[src/rtl/banco_arbitro_escrita_if.sv]
// Bus bundle for banco_arbitro_escrita: two writeback requesters, the
// register-bank write/read ports and the status outputs.
// slave modport = arbiter side, master modport = requesters/bank/consumer side.
interface banco_arbitro_escrita_if #(
   parameter int DATA_W = 16,
   parameter int ADDR_W = 3
);
   logic              req0_valid;
   logic [ADDR_W-1:0] req0_addr;
   logic [DATA_W-1:0] req0_data;
   logic              req0_ready;
   logic              req1_valid;
   logic [ADDR_W-1:0] req1_addr;
   logic [DATA_W-1:0] req1_data;
   logic              req1_ready;
   logic [ADDR_W-1:0] rd1_addr;
   logic [ADDR_W-1:0] rd2_addr;
   logic [DATA_W-1:0] bank_dado1;
   logic [DATA_W-1:0] bank_dado2;
   logic [DATA_W-1:0] rd1_data;
   logic [DATA_W-1:0] rd2_data;
   logic              rd1_stall;
   logic              rd2_stall;
   logic [ADDR_W-1:0] bank_WriteAdd;
   logic [DATA_W-1:0] bank_entrada;
   logic              bank_RW;
   logic              grant_ptr;
   logic [7:0]        conflict_cnt;

   modport slave (
      input  req0_valid, req0_addr, req0_data, req1_valid, req1_addr, req1_data,
      input  rd1_addr, rd2_addr, bank_dado1, bank_dado2,
      output req0_ready, req1_ready, rd1_data, rd2_data, rd1_stall, rd2_stall,
      output bank_WriteAdd, bank_entrada, bank_RW, grant_ptr, conflict_cnt
   );

   modport master (
      output req0_valid, req0_addr, req0_data, req1_valid, req1_addr, req1_data,
      output rd1_addr, rd2_addr, bank_dado1, bank_dado2,
      input  req0_ready, req1_ready, rd1_data, rd2_data, rd1_stall, rd2_stall,
      input  bank_WriteAdd, bank_entrada, bank_RW, grant_ptr, conflict_cnt
   );
endinterface

[src/rtl/banco_arbitro_escrita.sv]
// Write-port arbiter for the 8x16 register bank: two 1-entry holding slots,
// round-robin grant (write order kept for same-address slots), read-after-write
// hazard flags and a saturating contention counter.
// Optional macro BANCO_ARBITRO_BYPASS_EN forwards the in-flight write to the
// read ports and relaxes the stall to the non-granted slot only.
module banco_arbitro_escrita #(
   parameter int DATA_W = 16,
   parameter int ADDR_W = 3
) (
   input logic                   clock,
   input logic                   reset,
   banco_arbitro_escrita_if.slave bus
);
   logic [1:0]        r_hold_v;
   logic [ADDR_W-1:0] r_hold_addr [2];
   logic [DATA_W-1:0] r_hold_data [2];
   logic              r_ptr;
   logic              r_older;
   logic [7:0]        r_cnt;

   logic              w_same_addr;
   logic              w_pref;
   logic [1:0]        w_grant;
   logic              w_gidx;
   logic [1:0]        w_ready;
   logic [1:0]        w_load;
   logic [1:0]        w_next_v;
   logic              w_older_d;
   logic [ADDR_W-1:0] w_wr_addr;
   logic [DATA_W-1:0] w_wr_data;
   logic [1:0]        w_pend;
   logic [DATA_W-1:0] w_rd1_data;
   logic [DATA_W-1:0] w_rd2_data;

   // Grant decision from registered slot state only
   always_comb begin
      w_same_addr = (r_hold_addr[0] == r_hold_addr[1]);
      // Same address: oldest first keeps write order; otherwise round-robin
      w_pref      = w_same_addr ? r_older : r_ptr;
      w_grant[0]  = r_hold_v[0] & (~r_hold_v[1] | ~w_pref);
      w_grant[1]  = r_hold_v[1] & (~r_hold_v[0] | w_pref);
      w_gidx      = w_grant[1];
   end

   // Bank write port drive; all zero when nothing is granted
   always_comb begin
      w_wr_addr = '0;
      w_wr_data = '0;
      if (|w_grant) begin
         w_wr_addr = r_hold_addr[w_gidx];
         w_wr_data = r_hold_data[w_gidx];
      end
   end

   // Handshake and next-slot occupancy; a slot draining this cycle may refill
   always_comb begin
      for (int n = 0; n < 2; n++) begin
         w_ready[n]  = ~reset & (~r_hold_v[n] | w_grant[n]);
         w_next_v[n] = r_hold_v[n] & ~w_grant[n];
      end
      w_load[0]   = w_ready[0] & bus.req0_valid;
      w_load[1]   = w_ready[1] & bus.req1_valid;
      w_next_v    = w_next_v | w_load;
   end

   // Age tracking: the slot that stays valid while the other loads is older
   always_comb begin
      w_older_d = r_older;
      if (w_load[0] && w_load[1]) begin
         w_older_d = 1'b0;
      end else if (w_load[0] && w_next_v[1]) begin
         w_older_d = 1'b1;
      end else if (w_load[1] && w_next_v[0]) begin
         w_older_d = 1'b0;
      end else if (w_next_v[0] && !w_next_v[1]) begin
         w_older_d = 1'b0;
      end else if (w_next_v[1] && !w_next_v[0]) begin
         w_older_d = 1'b1;
      end
   end

   // Slot, pointer, age and contention-counter state
   always_ff @(posedge clock or posedge reset) begin
      if (reset) begin
         r_hold_v    <= '0;
         r_hold_addr <= '{default: '0};
         r_hold_data <= '{default: '0};
         r_ptr       <= 1'b0;
         r_older     <= 1'b0;
         r_cnt       <= '0;
      end else begin
         r_hold_v <= w_next_v;
         if (w_load[0]) begin
            r_hold_addr[0] <= bus.req0_addr;
            r_hold_data[0] <= bus.req0_data;
         end
         if (w_load[1]) begin
            r_hold_addr[1] <= bus.req1_addr;
            r_hold_data[1] <= bus.req1_data;
         end
         if (|w_grant) begin
            r_ptr <= ~w_gidx;
         end
         r_older <= w_older_d;
         if ((&r_hold_v) && (r_cnt != 8'hFF)) begin
            r_cnt <= r_cnt + 8'd1;
         end
      end
   end

   // Read-side hazard detection and optional forwarding
   always_comb begin
      w_rd1_data = bus.bank_dado1;
      w_rd2_data = bus.bank_dado2;
`ifdef BANCO_ARBITRO_BYPASS_EN
      // The granted slot lands this cycle, so only the waiting slot can stall
      w_pend = r_hold_v & ~w_grant;
      if ((|w_grant) && (w_wr_addr == bus.rd1_addr)) begin
         w_rd1_data = w_wr_data;
      end
      if ((|w_grant) && (w_wr_addr == bus.rd2_addr)) begin
         w_rd2_data = w_wr_data;
      end
`else
      w_pend = r_hold_v;
`endif
   end

   assign bus.req0_ready    = w_ready[0];
   assign bus.req1_ready    = w_ready[1];
   assign bus.bank_RW       = |w_grant;
   assign bus.bank_WriteAdd = w_wr_addr;
   assign bus.bank_entrada  = w_wr_data;
   assign bus.grant_ptr     = r_ptr;
   assign bus.conflict_cnt  = r_cnt;
   assign bus.rd1_data      = w_rd1_data;
   assign bus.rd2_data      = w_rd2_data;
   assign bus.rd1_stall     = (w_pend[0] & (r_hold_addr[0] == bus.rd1_addr)) |
                              (w_pend[1] & (r_hold_addr[1] == bus.rd1_addr));
   assign bus.rd2_stall     = (w_pend[0] & (r_hold_addr[0] == bus.rd2_addr)) |
                              (w_pend[1] & (r_hold_addr[1] == bus.rd2_addr));
endmodule

[src/flat_wrapper.sv]
// flat-port wrapper written by rule: the top's interface ports become plain ports
module banco_arbitro_escrita_flat 
#(
   parameter int DATA_W = 16,
   parameter int ADDR_W = 3
)
  (clock, reset, bus_req0_valid, bus_req0_addr, bus_req0_data, bus_req1_valid, bus_req1_addr, bus_req1_data, bus_rd1_addr, bus_rd2_addr, bus_bank_dado1, bus_bank_dado2, bus_req0_ready, bus_req1_ready, bus_rd1_data, bus_rd2_data, bus_rd1_stall, bus_rd2_stall, bus_bank_WriteAdd, bus_bank_entrada, bus_bank_RW, bus_grant_ptr, bus_conflict_cnt);
  banco_arbitro_escrita_if #(.DATA_W(DATA_W), .ADDR_W(ADDR_W)) bus_i ();
  input logic clock;
  input logic reset;
  input wire logic [$bits(bus_i.req0_valid)-1:0] bus_req0_valid;
  input wire logic [$bits(bus_i.req0_addr)-1:0] bus_req0_addr;
  input wire logic [$bits(bus_i.req0_data)-1:0] bus_req0_data;
  input wire logic [$bits(bus_i.req1_valid)-1:0] bus_req1_valid;
  input wire logic [$bits(bus_i.req1_addr)-1:0] bus_req1_addr;
  input wire logic [$bits(bus_i.req1_data)-1:0] bus_req1_data;
  input wire logic [$bits(bus_i.rd1_addr)-1:0] bus_rd1_addr;
  input wire logic [$bits(bus_i.rd2_addr)-1:0] bus_rd2_addr;
  input wire logic [$bits(bus_i.bank_dado1)-1:0] bus_bank_dado1;
  input wire logic [$bits(bus_i.bank_dado2)-1:0] bus_bank_dado2;
  output wire logic [$bits(bus_i.req0_ready)-1:0] bus_req0_ready;
  output wire logic [$bits(bus_i.req1_ready)-1:0] bus_req1_ready;
  output wire logic [$bits(bus_i.rd1_data)-1:0] bus_rd1_data;
  output wire logic [$bits(bus_i.rd2_data)-1:0] bus_rd2_data;
  output wire logic [$bits(bus_i.rd1_stall)-1:0] bus_rd1_stall;
  output wire logic [$bits(bus_i.rd2_stall)-1:0] bus_rd2_stall;
  output wire logic [$bits(bus_i.bank_WriteAdd)-1:0] bus_bank_WriteAdd;
  output wire logic [$bits(bus_i.bank_entrada)-1:0] bus_bank_entrada;
  output wire logic [$bits(bus_i.bank_RW)-1:0] bus_bank_RW;
  output wire logic [$bits(bus_i.grant_ptr)-1:0] bus_grant_ptr;
  output wire logic [$bits(bus_i.conflict_cnt)-1:0] bus_conflict_cnt;
  assign bus_i.req0_valid = bus_req0_valid;
  assign bus_i.req0_addr = bus_req0_addr;
  assign bus_i.req0_data = bus_req0_data;
  assign bus_i.req1_valid = bus_req1_valid;
  assign bus_i.req1_addr = bus_req1_addr;
  assign bus_i.req1_data = bus_req1_data;
  assign bus_i.rd1_addr = bus_rd1_addr;
  assign bus_i.rd2_addr = bus_rd2_addr;
  assign bus_i.bank_dado1 = bus_bank_dado1;
  assign bus_i.bank_dado2 = bus_bank_dado2;
  assign bus_req0_ready = bus_i.req0_ready;
  assign bus_req1_ready = bus_i.req1_ready;
  assign bus_rd1_data = bus_i.rd1_data;
  assign bus_rd2_data = bus_i.rd2_data;
  assign bus_rd1_stall = bus_i.rd1_stall;
  assign bus_rd2_stall = bus_i.rd2_stall;
  assign bus_bank_WriteAdd = bus_i.bank_WriteAdd;
  assign bus_bank_entrada = bus_i.bank_entrada;
  assign bus_bank_RW = bus_i.bank_RW;
  assign bus_grant_ptr = bus_i.grant_ptr;
  assign bus_conflict_cnt = bus_i.conflict_cnt;
  banco_arbitro_escrita #(.DATA_W(DATA_W), .ADDR_W(ADDR_W)) u_core (.clock(clock), .reset(reset), .bus(bus_i));
endmodule
[config.mk]
export PLATFORM = sky130hd
export DESIGN_NAME = banco_arbitro_escrita_flat
export DESIGN_NICKNAME = d
export VERILOG_FILES = /design/src/rtl/banco_arbitro_escrita_if.sv /design/src/rtl/banco_arbitro_escrita.sv /design/src/flat_wrapper.sv
export SDC_FILE = /design/constraint.sdc
export NUM_CORES = 1
export LEC_CHECK = 0
export CAP_MARGIN = 5
export CORE_UTILIZATION = 41
export DETAILED_ROUTE_END_ITERATION = 10
export PLACE_DENSITY_LB_ADDON = 0.15
export SLEW_MARGIN = 0
export SYNTH_ARGS = -nofsm -noshare
export SYNTH_HDL_FRONTEND = slang
export SYNTH_SLANG_ARGS = --single-unit
[constraint.sdc]
create_clock -name clock -period 2.47 [get_ports clock]
set_input_delay 0.494 -clock clock [delete_from_list [all_inputs] [get_ports clock]]
set_output_delay 0.494 -clock clock [all_outputs]
set_load 0.02 [all_outputs]
[Word level (Yosys, flattened, before mapping)]
Cells that the tools add are included.
Operators by class
  eq/ne operators: 6
  add/sub/neg operators: 1
  mux-type cells: 14
  reductions and logical operators: 11
  magnitude comparators: 1
  bitwise gates (word level): 26
Operators by type and width (number)
  16-bit 2-to-1 mux: 4
  3-bit == test: 5
  1-bit bitwise AND: 12
  3-bit 2-to-1 mux: 4
  8-bit by 1-bit adder with 8-bit output (second input constant): 1
  8-bit inequality test (second input constant): 1
  1-bit logical AND: 6
  1-bit 2-to-1 mux: 6
  1-bit inverter: 6
  1-bit bitwise OR: 6
  5-bit nonzero test: 1
  2-bit >= comparator (second input constant): 1
  1-bit logical NOT: 2
  1-bit inverter with 2-bit output: 1
  2-bit bitwise OR: 1
  2-bit AND reduction: 1
  2-bit OR reduction: 1
Storage, ports and cells
  register bits: 50
  logic and storage cells: 67
  output and inout port bits: 65
  input bits: 80

[Depth between registers and ports, before layout]
Gate-level depths: netlist of run 1.
  word-level depth: 16
  mapped depth: 6
  depth with buffers taken out: 4

[Worst setup path after synthesis of run 1]
No wires, ideal clock.
  kind: in2reg
  start point: in reset
  end point: reg u_core.r_hold_data[19] (netlist bit)
  setup slack: -0.660 ns
  setup time: 0.125 ns
  stages on the path: 5
  data required time: 2.345 ns
  buffers on the path: 1
  arrival time: 3.005 ns
  cells stage by stage: inv_1 > nand2_1 > nor4_4 > buf_8 > mux2_4
On the way
  longest elaborated chain between the ends: 3
Ends and longest elaborated chain
  start: declaration: line flat_wrapper.sv:10  | input logic reset;
  1-bit inverter: line banco_arbitro_escrita.sv:58  | w_ready[n] = ~reset & (~r_hold_v[n] | w_grant[n]);
  1-bit bitwise AND: line banco_arbitro_escrita.sv:58
  1-bit bitwise AND: line banco_arbitro_escrita.sv:61  | w_load[0] = w_ready[0] & bus.req0_valid;
  end: declaration: line banco_arbitro_escrita.sv:16  | logic [DATA_W-1:0] r_hold_data [2];
No other way between the ends.
A chain may end at the register's enable or synchronous reset.

[Worst setup path after layout of run 1]
  start point: reg u_core.r_hold_addr[5] (netlist bit)
  end point: out bus_bank_entrada[0]
On the way
  longest elaborated chain between the ends: 9
  elaborated cells between the ends (all ways): 13
  those cells by class: eq/ne: 1; mux: 5; bitwise: 6; reduce/logical: 1
Ends and longest elaborated chain
  start: declaration: line banco_arbitro_escrita.sv:15  | logic [ADDR_W-1:0] r_hold_addr [2];
  3-bit == test (*): line banco_arbitro_escrita.sv:37  | w_same_addr = (r_hold_addr[0] == r_hold_addr[1]);
  1-bit 2-to-1 mux (*): line banco_arbitro_escrita.sv:39  | w_pref = w_same_addr ? r_older : r_ptr;
  1-bit bitwise OR: line banco_arbitro_escrita.sv:41  | w_grant[1] = r_hold_v[1] & (~r_hold_v[0] | w_pref);
  1-bit bitwise AND: line banco_arbitro_escrita.sv:41
  1-bit inverter with 2-bit output (implied by the code): line banco_arbitro_escrita.sv:51  | w_wr_data = r_hold_data[w_gidx];
  16-bit 2-to-1 mux (implied by the code) (3 in series): line banco_arbitro_escrita.sv:51
  16-bit 2-to-1 mux (*): line banco_arbitro_escrita.sv:49  | if (|w_grant) begin
  end: declaration: line flat_wrapper.sv:28  | output wire logic [$bits(bus_i.bank_entrada)-1:0] bus_bank_entrada;
Every way passes the cells marked *; elsewhere a longest branch is shown, timed or not. The select of a mux whose other input is x is not followed.

==> results of run 1 <==
==> cells in the mapped netlist, types with 2 or more instances <==
| cell | n | share of area |
|---|---|---|
| buf_4 | 36 | 0.091 |
| nand2_1 | 24 | 0.030 |
| xnor2_1 | 10 | 0.029 |
| and2_1 | 2 | 0.0042 |
| mux2_4 | 10 | 0.051 |
| nand2b_1 | 3 | 0.0063 |
| xor2_1 | 9 | 0.027 |
| dfrtp_1 | 50 | 0.42 |
| xor2_2 | 3 | 0.016 |
| nand4_1 | 4 | 0.0084 |
| nor2_1 | 6 | 0.0076 |
| a21oi_1 | 8 | 0.013 |
| inv_1 | 21 | 0.027 |
| buf_2 | 3 | 0.0051 |
| and3_1 | 3 | 0.0063 |
| mux2_2 | 30 | 0.11 |
| o41ai_1 | 2 | 0.0059 |
| mux2i_1 | 19 | 0.064 |
| nand3_1 | 5 | 0.0084 |
| clkbuf_1 | 2 | 0.0025 |
| buf_6 | 3 | 0.011 |
| a31oi_1 | 3 | 0.0063 |
==> worst max-delay path by stage <==
stage | cells past startpoint | start | endpoint | slack, ns
floorplan | 5 | reset | u_core.r_hold_data[19]$_DFFE_PP0P_ | 0.08
global placement | 6 | u_core.r_hold_addr[2]$_DFFE_PP0P_ | bus_bank_entrada[0] | -0.27
detailed placement | 6 | u_core.r_hold_addr[1]$_DFFE_PP0P_ | bus_bank_entrada[0] | -0.24
CTS | 6 | u_core.r_hold_addr[2]$_DFFE_PP0P_ | bus_bank_entrada[0] | -0.1
global route | 6 | u_core.r_hold_addr[5]$_DFFE_PP0P_ | bus_bank_entrada[0] | -0.18
finish | 6 | u_core.r_hold_addr[5]$_DFFE_PP0P_ | bus_bank_entrada[0] | -0.03
==> stage by stage <==
| stage | hold slack [ns] | area, sq um |
|---|---|---|
| after detailed placement | 0.476 | 3790 |
| after global placement | 0.478 | 3790 |
| after CTS | 0.491 | 3800 |
| after global routing | 0.533 | 3840 |
| final | 0.491 | 3840 |
| after floorplan | 0.481 | 2980 |
==> layout by cell type, fill, tap and decap left out, types with 4 or more instances in the layout <==
master            n
a21oi_1           8
buf_4            35
clkbuf_8          5
clkdlybuf4s50_1  57
dfrtp_1          48
inv_1            20
mux2_2           30
mux2_4           10
mux2i_1          16
nand2_1          24
nand3_1           5
nand4_1           4
nor2_1            6
xnor2_1           7
xor2_1            9
==> flip-flops by register name, summed over array words and instances (netlist names) <==
signal	count
u_core.r_hold_data	32
u_core.r_hold_v	2
u_core.bus.conflict_cnt	8
u_core.r_hold_addr	6
u_core.bus.grant_ptr	1
u_core.r_older	1
==> kinds of logic after synthesis <==
group | after synthesis | synth area share
fa+ha+maj | 1 | 0.00421
xor+xnor | 22 | 0.0724
compound gates | 17 | 0.0442
flops | 50 | 0.421
simple gates | 51 | 0.0872
buf+inv | 67 | 0.143
mux | 59 | 0.228
==> power by group through the flow <==
| stage | sequential (mW) | combinational [mW] | clock [mW] |
|---|---|---|---|
| after floorplan | 1.12 | 0.682 | 0 |
| after global placement | 1.11 | 1.07 | 0 |
| after detailed placement | 1.12 | 1.08 | 0 |
| after CTS | 1.10 | 1.04 | 0.478 |
| after global routing | 1.14 | 1.15 | 0.507 |
| final | 1.11 | 1.06 | 0.454 |
==> critical path, stage by stage (launching register included) <==
cell and delay (ns):
dfrtp_2 0.45, xnor2_2 0.19, nand4_1 0.20, a31oi_4 0.26, buf_12 0.20, mux2i_2 0.25, buf_4 0.18
==> layer usage <==
| metal | routed length, microns | global-route usage | share of wire | vias to the layer above |
|---|---|---|---|---|
| li1 | - | - | - | 977 |
| met1 | 2870 | 0.235 | 0.47 | 954 |
| met2 | 2820 | 0.291 | 0.46 | 58 |
| met3 | 344 | 0.0398 | 0.057 | 10 |
| met4 | 53 | 0.0492 | 0.0087 | 0 |
| met5 | 0 | 0 | 0 | - |
==> cell type report <==
cell class	count	area [sq um]
flip-flops and latches	50	1250
repair buffers	103	953
multi-input cells	150	1350
well taps	96	120
fillers	656	3060
clock buffers	6	72.6
clock inverters	1	7.51
inverters	21	82.6
==> what timing repair did <==
| item | 4_1_cts | 5_1_grt |
|---|---|---|
| pin swaps | 2 | 3 |
| buffers inserted | 0 | 1 |
| endpoints found under the setup margin | 23 | 21 |
| gates resized for setup | 93 | 20 |
==> impl_metrics.tcl, run 1 <==
set metrics [dict create \
    outcome "finished, violations left" \
    violations "negative setup slack" \
    nNetsFinal 412 \
    die_w_microns 87.1 \
    avgSynthCellArea_sq_um 11.1 \
    worstHoldStart "u_core.bus.conflict_cnt[5]$_DFFE_PP0P_" \
    post-route-drc-count 0 \
    endpoint_kind "primary output" \
    dp_cells 420 \
    grtUsageTotal 0.177 \
    routed_via_density 4.68 \
    dp_hpwl_microns 4430 \
    drt-pass1-iter-count 4 \
    synth-edff-count 0 \
    min_to "u_core.bus.conflict_cnt[5]$_DFFE_PP0P_" \
    fin_cells 427 \
    dieArea_sq_um 7590 \
    path_clk_slew_ns 0.10 \
    power_density_nw_per_um2 682 \
    grt_pass1_wl_microns 10200 \
    cts_root_buffer "clkbuf_8" \
    path_max_fanout 14 \
    netlist_area_sq_um 2970 \
    ant_nets 0 \
    r2r_slack_ns 0.53 \
    required_ns 1.98 \
    grt_start_max_net_pins 51 \
    syn-num-nets 348 \
    numCtsBuffers 5 \
    ys_seq_area_frac 0.421 \
    fin_crit_ns 2.50 \
    vias 1999 \
    rows 30 \
    maxSlewViolCount 0 \
    p_int_mw 1.75 \
    syn_inst 267 \
    antenna_found_initial 0 \
    p_total_mw 2.62 \
    rsz0062_at_grt "yes" \
    start_kind "register" \
    synthToLayoutAreaGrowth_pct 29.3 \
    ys.flop_type "dfrtp_1" \
    yosysWarnings 0 \
    ys_ff_latch 50 \
    hold_class "register to register" \
    reg2reg_to "u_core.r_hold_addr[5]$_DFFE_PP0P_" \
    clock.fmax_mhz 400 \
    grt_pass1_vias 2092 \
    drt_iter0_drc 70 \
    insertion_delay_ns 0.30 \
    die_h_microns 87.1 \
    leakage_nw 1.71 \
    clock_skew_ns 0.0147 \
    hold_violations 0 \
    start_util 0.430 \
    dp_slack_ns -0.240 \
    min_period_over_period 1.01 \
    power_frac_comb 0.404 \
    insertedDiodeCount 0 \
    gp_congestion 0.751 \
    seqPwrFrac 0.423 \
    final_util 0.557 \
    wl_per_cell_microns 14.3 \
    layout_setup_ws_ns -0.0318 \
    clockBufferDepth 2 \
    drive_gt1_frac 0.326 \
    synth_cell_type_count 33 \
    crit_type "register to primary output" \
    pin_count 145 \
    tightestPinTransition_ns 0.652 \
    io_buffers 80 \
    cts_tree "yes" \
    switching_share 0.333 \
    grt_overflow 0 \
    crit_arrival_ns 2.01 \
    async_flop_share 1.00 \
    r2r-start "u_core.r_hold_v[0]$_DFF_PP0_" \
    hold_depth 1 \
    setup_viol 1 \
    cts_htree_levels 2 \
    routed_wl_microns 6090 \
    cts.sinks 50 \
    p_sw_mw 0.871 \
    cap_viol_max_count 0 \
    peakVddDrop_uv 288 \
    cts_hold_buffers 0 \
    finalSetupTns_ns -0.0318 \
    reg2reg_depth 6 \
    slew_headroom 0.565 \
    p_clk_frac 0.173 \
    core_region_area_sq_um 6910 \
]
No activity file was read; power rests on OpenSTA's default activity.
==> run 2: changes to the inputs <==
- GPL_ROUTABILITY_DRIVEN: not set -> 0
==> results of run 2 <==
Final layout, timing and power as in run 1 (identical DEF).
==> run 3: changes to the inputs <==
- CAP_MARGIN: 5 -> not set
- GPL_ROUTABILITY_DRIVEN: 0 -> not set
- MAX_ROUTING_LAYER: not set -> met4
==> run 3 against run 2 <==
  * The flow still finishes with violations (negative setup slack)
  * Global-route usage is 0.53 points higher
  * Non-clock buffer count stayed put
  * Sequential share of layout area stayed put
  * Combinational power hardly changed
  * Wire length is 0.16% lower
  * Critical path depth stayed put
  * Via count stayed put
  * Die area stayed put
==> impl_metrics.tcl, run 3 (synthesized netlist as in run 1, its figures left out) <==
set metrics [dict create \
    power_density_nw_per_um2 681 \
    cap_viol_max_count 0 \
    path_clk_slew_ns 0.10 \
    die_h_microns 87.1 \
    r2r_slack_ns 0.53 \
    fin_cells 427 \
    leakage_nw 1.71 \
    grtUsageTotal 0.182 \
    crit_chain "xnor2_2 > nand4_1 > a31oi_4 > buf_12 > mux2i_2 > buf_4" \
    peakVddDrop_uv 288 \
    core_region_area_sq_um 6910 \
    start_kind "register" \
    pin_count 145 \
    fin_crit_ns 2.50 \
    slew_headroom 0.569 \
    antenna_found_initial 0 \
    ant_nets 0 \
    cpLargestDelayFamily "flip-flops" \
    routed_wl_microns 6080 \
    rows 30 \
    outcome "finished, violations left" \
    hold_violations 0 \
    maxSlewViolCount 0 \
    largest_reg_flops 32 \
    slowest_delay_ns 0.45 \
    grt_pass1_vias 2092 \
    dp_hpwl_microns 4430 \
    vias 1999 \
    clockBufferDepth 2 \
    crit_buf_inv 2 \
    p_total_mw 2.62 \
    setup_viol 1 \
    layout_setup_ws_ns -0.0312 \
    dieArea_sq_um 7590 \
    required_ns 1.98 \
    path_depth 6 \
    path_max_fanout 14 \
    layout_commonest_cell "clkdlybuf4s50_1" \
    cts_htree_levels 2 \
    cts_tree "yes" \
    endpoint_kind "primary output" \
    clock_skew_ns 0.0147 \
    grt_pass1_wl_microns 10200 \
    crit_arrival_ns 2.01 \
    largest-register "u_core.r_hold_data" \
    insertedDiodeCount 0 \
    nNetsFinal 412 \
    gp_congestion 0.760 \
    min_period_over_period 1.01 \
    cts.sinks 50 \
    cts_root_buffer "clkbuf_8" \
    clock.fmax_mhz 400 \
    tightestPinTransition_ns 0.646 \
    die_w_microns 87.1 \
    io_buffers 80 \
    drt-pass1-iter-count 4 \
    routed_via_density 4.68 \
    hold_depth 1 \
    dp_cells 420 \
    cts_hold_buffers 0 \
    start_util 0.430 \
    insertion_delay_ns 0.30 \
    numCtsBuffers 5 \
    drive_gt1_frac 0.326 \
    crit_type "register to primary output" \
    synthToLayoutAreaGrowth_pct 29.3 \
    grt_start_max_net_pins 51 \
    hold_class "register to register" \
    rsz0062_at_grt "yes" \
    violations "negative setup slack" \
    post-route-drc-count 0 \
    grt_overflow 0 \
    drt_iter0_drc 55 \
    final_cell_mix "clkdlybuf4s50_1 (57), dfrtp_1 (48), buf_4 (35)" \
    slowest_stage "dfrtp_2" \
    reg2reg_depth 6 \
    wl_per_cell_microns 14.2 \
]
## run 3: layout make-up
| type | count | area [sq um] |
|---|---|---|
| multi-input combinational | 150 | 1350 |
| timing repair buffer | 103 | 953 |
| inverter | 21 | 82.6 |
| sequential | 50 | 1250 |
| clock buffer | 6 | 72.6 |
| tap | 96 | 120 |
| fill | 656 | 3060 |
| clock inverter | 1 | 7.51 |
## run 3: worst paths after layout
check	start	end
worst max-delay path	u_core.r_hold_addr[5]$_DFFE_PP0P_	bus_bank_entrada[0]
worst min-delay path	u_core.bus.conflict_cnt[5]$_DFFE_PP0P_	u_core.bus.conflict_cnt[5]$_DFFE_PP0P_
worst max register to register	u_core.r_hold_v[0]$_DFF_PP0_	u_core.r_hold_addr[5]$_DFFE_PP0P_
worst min register to register	u_core.bus.conflict_cnt[5]$_DFFE_PP0P_	u_core.bus.conflict_cnt[5]$_DFFE_PP0P_
max in group asynchronous	reset	u_core.r_hold_addr[5]$_DFFE_PP0P_
min in group asynchronous	reset	u_core.r_hold_v[1]$_DFF_PP0_
## run 3: layer usage
metal  part of all wire  track usage  up-vias
met4             0.0087       0.0492        0
met1               0.48        0.238      956
li1                   -            -      975
met5                  0            -        -
met2               0.46        0.291       58
met3              0.051       0.0351       10
## run 3: metrics by stage
stage | hold slack, ns | setup WS, ns | cell area, sq um | TNS, ns | utilization
after floorplan | 0.481 | 0.0838 | 2980 | 0 | -
after global placement | 0.478 | -0.272 | 3790 | -3.48 | 0.549
after detailed placement | 0.476 | -0.240 | 3790 | -3.42 | 0.549
after CTS | 0.491 | -0.0995 | 3800 | -0.439 | 0.550
after global routing | 0.533 | -0.184 | 3840 | -2.15 | 0.557
final | 0.490 | -0.0312 | 3840 | -0.0312 | 0.557
## run 3: timing repair
item / CTS / global route
endpoints found under the setup margin: 23 / 21
setup buffers: 0 / 1
pin swaps: 2 / 3
resized for setup: 93 / 20
## run 3: power breakdown
group	total (mW)	switching (mW)	leakage (nW)	internal, mW
clock network	0.454	0.260	0.0373	0.195
logic	1.06	0.482	1.07	0.575
registers	1.11	0.129	0.597	0.978
